**src/rtl/rv32v_mem_port_arbiter.sv**
```systemverilog
// Round-robin arbiter sharing the vector memory port between NUM_REQ requesters.
// Define RV32V_ARB_BACK2BACK_EN to re-arbitrate in the completion cycle (no IDLE bubble).
module rv32v_mem_port_arbiter #(
  parameter int unsigned NUM_REQ = 2,
  parameter int unsigned ADDR_W  = 32,
  parameter int unsigned DATA_W  = 32
) (
  input  logic                          clk,
  input  logic                          rst_n,
  input  logic                          flush_i,
  input  logic [NUM_REQ-1:0]            req_i,
  input  logic [NUM_REQ-1:0]            req_wen_i,
  input  logic [NUM_REQ*ADDR_W-1:0]     req_addr_i,
  input  logic [NUM_REQ*DATA_W-1:0]     req_wdata_i,
  input  logic [NUM_REQ*(DATA_W/8)-1:0] req_byte_en_i,
  output logic [NUM_REQ-1:0]            gnt_o,
  output logic [NUM_REQ-1:0]            done_o,
  output logic [DATA_W-1:0]             rdata_o,
  output logic                          mem_ren_o,
  output logic                          mem_wen_o,
  output logic [ADDR_W-1:0]             mem_addr_o,
  output logic [DATA_W-1:0]             mem_wdata_o,
  output logic [DATA_W/8-1:0]           mem_byte_en_o,
  input  logic                          mem_busy_i,
  input  logic [DATA_W-1:0]             mem_rdata_i,
  output logic                          busy_mem_o
);

  localparam int unsigned BE_W     = DATA_W / 8;
  localparam int unsigned PTR_W    = (NUM_REQ > 1) ? $clog2(NUM_REQ) : 1;
  localparam logic [PTR_W-1:0] LAST_IDX = PTR_W'(NUM_REQ - 1);

  typedef enum logic {ST_IDLE, ST_BUSY} state_e;

  state_e              state_q;
  logic [PTR_W-1:0]    owner_q;
  logic [PTR_W-1:0]    last_owner_q;
  logic                wen_q;
  logic [ADDR_W-1:0]   addr_q;
  logic [DATA_W-1:0]   wdata_q;
  logic [BE_W-1:0]     be_q;
  logic                flushed_q;

  logic                completing;
  logic                done_valid;
  logic [NUM_REQ-1:0]  arb_req;
  logic [PTR_W-1:0]    arb_idx;
  logic [PTR_W-1:0]    win;
  logic                arb_fire;
  logic                sel_wen;
  logic [ADDR_W-1:0]   sel_addr;
  logic [DATA_W-1:0]   sel_wdata;
  logic [BE_W-1:0]     sel_be;

  assign completing = (state_q == ST_BUSY) && !mem_busy_i;
  assign done_valid = completing && !flushed_q;

  // Requests eligible for arbitration this cycle (the finishing owner is excluded on back-to-back)
  always_comb begin
    arb_req = '0;
    if (rst_n && !flush_i) begin
      if (state_q == ST_IDLE) begin
        arb_req = req_i;
      end
`ifdef RV32V_ARB_BACK2BACK_EN
      else if (completing) begin
        arb_req = req_i;
        for (int i = 0; i < NUM_REQ; i++) begin
          if (owner_q == PTR_W'(i)) arb_req[i] = 1'b0;
        end
      end
`endif
    end
  end

  // Round-robin scan from last_owner+1; wrap by compare so non-power-of-2 counts stay in range
  always_comb begin
    arb_fire = 1'b0;
    win      = '0;
    arb_idx  = last_owner_q;
    for (int i = 0; i < NUM_REQ; i++) begin
      arb_idx = (arb_idx == LAST_IDX) ? '0 : arb_idx + PTR_W'(1);
      if (!arb_fire && arb_req[arb_idx]) begin
        arb_fire = 1'b1;
        win      = arb_idx;
      end
    end
  end

  always_comb begin
    sel_wen   = 1'b0;
    sel_addr  = '0;
    sel_wdata = '0;
    sel_be    = '0;
    gnt_o     = '0;
    done_o    = '0;
    for (int i = 0; i < NUM_REQ; i++) begin
      if (win == PTR_W'(i)) begin
        sel_wen   = req_wen_i[i];
        sel_addr  = req_addr_i[i*ADDR_W +: ADDR_W];
        sel_wdata = req_wdata_i[i*DATA_W +: DATA_W];
        sel_be    = req_byte_en_i[i*BE_W +: BE_W];
      end
      gnt_o[i]  = arb_fire && (win == PTR_W'(i));
      done_o[i] = done_valid && (owner_q == PTR_W'(i));
    end
  end

  assign rdata_o       = done_valid ? mem_rdata_i : '0;
  assign mem_ren_o     = (state_q == ST_BUSY) && !wen_q;
  assign mem_wen_o     = (state_q == ST_BUSY) && wen_q;
  assign mem_addr_o    = addr_q;
  assign mem_wdata_o   = wdata_q;
  assign mem_byte_en_o = be_q;

  always_comb begin
    busy_mem_o = 1'b0;
    if (!rst_n) begin
      busy_mem_o = 1'b0;
    end else if (state_q == ST_IDLE) begin
      busy_mem_o = |req_i;
    end else begin
      busy_mem_o = !done_valid || arb_fire;
    end
  end

  always_ff @(posedge clk or negedge rst_n) begin
    if (!rst_n) begin
      state_q      <= ST_IDLE;
      owner_q      <= '0;
      last_owner_q <= LAST_IDX;
      wen_q        <= 1'b0;
      addr_q       <= '0;
      wdata_q      <= '0;
      be_q         <= '0;
      flushed_q    <= 1'b0;
    end else begin
      if (arb_fire) begin
        owner_q      <= win;
        last_owner_q <= win;
        wen_q        <= sel_wen;
        addr_q       <= sel_addr;
        wdata_q      <= sel_wdata;
        be_q         <= sel_be;
      end
      case (state_q)
        ST_IDLE: begin
          if (arb_fire) state_q <= ST_BUSY;
        end
        ST_BUSY: begin
          if (completing) begin
            flushed_q <= 1'b0;
            state_q   <= arb_fire ? ST_BUSY : ST_IDLE;
          end else if (flush_i) begin
            // In-flight access is never aborted; only its completion pulse is dropped
            flushed_q <= 1'b1;
          end
        end
        default: state_q <= ST_IDLE;
      endcase
    end
  end

endmodule

```
**config.mk**
```make
export PLATFORM = sky130hd
export DESIGN_NAME = rv32v_mem_port_arbiter
export DESIGN_NICKNAME = d
export VERILOG_FILES = /design/src/rtl/rv32v_mem_port_arbiter.sv
export SDC_FILE = /design/constraint.sdc
export NUM_CORES = 1
export LEC_CHECK = 0
export BUFFER_PORTS_ARGS = -buffer_cell sky130_fd_sc_hd__buf_2
export CORE_MARGIN = 2
export CORE_UTILIZATION = 30
export DETAILED_ROUTE_END_ITERATION = 10
export PLACE_DENSITY_LB_ADDON = 0.15
export SETUP_SLACK_MARGIN = 0.02
export SYNTH_ARGS = -nofsm -noshare
export SYNTH_HDL_FRONTEND = slang
export SYNTH_SLANG_ARGS = --single-unit
```
**constraint.sdc**
```tcl
create_clock -name clk -period 1.8 [get_ports clk]
set_clock_uncertainty 0.1 [all_clocks]
set_input_delay 0.09 -clock clk [delete_from_list [all_inputs] [get_ports clk]]
set_output_delay 0.09 -clock clk [all_outputs]
set_load 0.01 [all_outputs]
```
==> impl_metrics.py <==
metrics = {
    "clock_network": {
        "clk_pin_slew_worst_paths_ns": 0.06,
        "cts_sinks": 73,
        "clkLatencyLatePin_ns": 0.33,
        "cts_root_buf": "clkbuf_16",
        "cts_buffers": 9,
        "htreeDepth": 3,
        "cts_tree": "yes",
        "clock_path_buffers": 2,
    },
    "yosys": {
        "synth_seq_area_share_pct": 47.9,
        "yosys_warnings": 0,
        "synthCells": 378,
        "synthesis.nets": 554,
        "yosysUniqueCellTypes": 25,
        "synth-seq-cells": 73,
        "syn-mean-instance-area_sq_um": 10.1,
        "synth_area_sq_mm": 0.00381,
    },
    "placement": {
        "dp.final_hpwl_um": 9320,
        "postPlaceCellArea_sq_mm": 0.00540,
        "numPortBuffers": 282,
        "place_congestion": 0.759,
    },
    "worst_setup_path": {
        "crit_type": "flop to primary output",
        "worstPathArrival_ns": 1.61,
        "startpoint_type": "flop",
        "cp_max_fo": 9,
        "crit_required_ns": 1.61,
        "endpoint_kind": "primary output",
    },
    "floorplan": {
        "die-height_um": 117,
        "die_w_um": 117,
        "initial_core_util_pct": 30.5,
        "pin_count": 283,
        "die-area_sq_mm": 0.0136,
        "core.rowCount": 41,
        "core_sq_mm": 0.0125,
    },
    "timing": {
        "hold_violations": 0,
        "fin_crit_ns": 1.80,
        "fin_crit_sh_pct": 100,
        "fin_ws_ns": -0.00132,
        "finalSetupTns_ns": -0.00132,
        "max_slew_margin_pct": 58.1,
        "rsz0062_at_grt": "true",
        "fmax_ghz": 0.555,
        "drv_slew": 0,
        "setup_violations": 1,
        "tightest_slew_ns": 0.629,
    },
    "drt": {
        "dr.pass1.iters": 4,
        "routedWlPerCell_um": 16.5,
        "drt-total-wl_um": 15000,
        "drt_iter0_drc": 271,
        "viasPerCell": 4.89,
        "ant_nets": 0,
        "via_count": 4437,
        "drc": 0,
    },
    "global_routing": {
        "overflow": 0,
        "grt_pass1_wl_um": 21200,
        "grt_usage_pct": 19.8,
        "grt_start_max_net_pins": 71,
        "antenna_found_initial": 0,
        "grt_pass1_vias": 4185,
    },
    "outcome": {
        "violations": "negative setup slack",
        "status": "finished with violations",
    },
    "final_layout": {
        "final_cell_mix": "buf_2 (258), dlygate4sd3_1 (73), nand2_1 (72), dfrtp_1 (72), nor3_1 (62)",
        "design_area_sq_mm": 0.00684,
        "final_nets": 907,
        "drive_gt1_share_pct": 55.2,
        "antenna_cells": 0,
        "layout_commonest_cell": "buf_2",
        "fillerInstances": 1204,
        "area_growth_pct": 79.4,
    },
    "power": {
        "power_density_mw_per_mm2": 923,
        "p_leak_nw": 3.44,
        "vdd_drop_max_mv": 0.529,
    },
    "min_path": {
        "holdCritPathClass": "input port to flop",
    },
    "run": {
        "drv_cap": 0,
    },
}
-- through the flow --
stage | cells | hold WS [ns] | power (mW) | setup WS (ns) | util [%]
6_report | 908 | 0.0335 | 6.31 | -0.00132 | 54.6
5_1_grt | 908 | 0.0517 | 6.65 | -0.0793 | 54.6
4_1_cts | 896 | 0.0171 | 6.29 | 0.000722 | 51.9
3_5_place_dp | 805 | 0.0647 | 4.20 | 0.0737 | 43.1
3_3_place_gp | 805 | 0.0575 | 4.18 | 0.108 | 43.1
2_1_floorplan | 378 | -0.306 | 3.29 | 0.114 | -
-- sequential cells by signal, indices dropped and copies added (netlist names) --
| name | count |
|---|---|
| last_owner_q | 1 |
| mem_wdata_o | 32 |
| mem_addr_o | 32 |
| wen_q | 1 |
| flushed_q | 1 |
| owner_q | 1 |
| state_q | 1 |
| mem_byte_en_o | 4 |
-- worst max-delay path, cell delays in order (launching register included) --
cell,delay (ns)
dfrtp_1,0.42
buf_6,0.14
nor3b_4,0.18
buf_6,0.16
buf_6,0.13
and2_1,0.13
buf_2,0.13
-- timing repair --
action                                 in CTS  in global routing
hold buffers                               73                  0
endpoints found under the hold margin     145                  0
setup endpoints to repair                  36                 37
pin swaps                                   3                 16
buffers inserted                            1                  7
gates resized for setup                    12                 53
cloned                                      1                  5
-- cell families after synthesis --
family,share of synthesized area [%]
and+or+nand+nor,24.7
buffers and inverters,6.66
DFF,47.9
AOI/OAI and AO/OA,20.6
-- routing by layer --
| layer | track usage [%] | share of wire (%) | up-vias |
|---|---|---|---|
| met2 | 33.6 | 49 | 163 |
| met4 | 6.75 | 1.3 | 0 |
| met1 | 25.0 | 44 | 2154 |
| li1 | - | - | 2103 |
| met3 | 4.10 | 6.1 | 17 |
| met5 | 0 | 0 | - |
-- report_power, final --
part | total [mW] | internal [mW] | switching, mW
clock network | 1.89 | 1.21 | 0.683
logic | 2.09 | 1.12 | 0.975
registers | 2.33 | 2.07 | 0.257
total | 6.31 | 4.40 | 1.92
-- synthesized netlist by cell type (all sizes together) --
master	instances	share of area, %
nor2b	3	0.49
nor3	69	10
nand2	72	7.1
and2	34	5.6
buf	26	4.9
a21oi	4	0.53
nor3b	3	1.0
o21ai	1	0.23
a31oi	1	0.16
dfrtp	72	47
a221o	69	20
and3	1	0.16
inv	1	0.098
o31ai	1	0.20
clkbuf	17	1.7
nor2	2	0.20
dfstp	1	0.69
or3b	1	0.23
-- worst paths after layout --
| check | startpoint | endpoint | slack [ns] | depth (start not counted) |
|---|---|---|---|---|
| min in group asynchronous | rst_n | mem_wdata_o[6] | 0.26 | 3 |
| max in group asynchronous | rst_n | mem_addr_o[17] | 0.75 | 3 |
| min reg2reg | mem_addr_o[13] | mem_addr_o[13] | 0.40 | 1 |
| max reg2reg | state_q | mem_wdata_o[30] | 0.12 | 5 |
| min | flush_i | flushed_q | 0.03 | 3 |
| max | state_q | rdata_o[14] | -0.001 | 6 |
-- area by class of cell --
type                    count  area, sq um  share of cell area (%)
flip-flops and latches     73         1830                    26.7
clock buffers              10          229                    3.35
well taps                 172          215                    3.15
clock inverters             6         82.6                    1.21
inverters                   1         3.75                  0.0549
repair buffers            385         2650                    38.8
multi-input cells         261         1830                    26.7
Power figures use the tool's default switching activity.
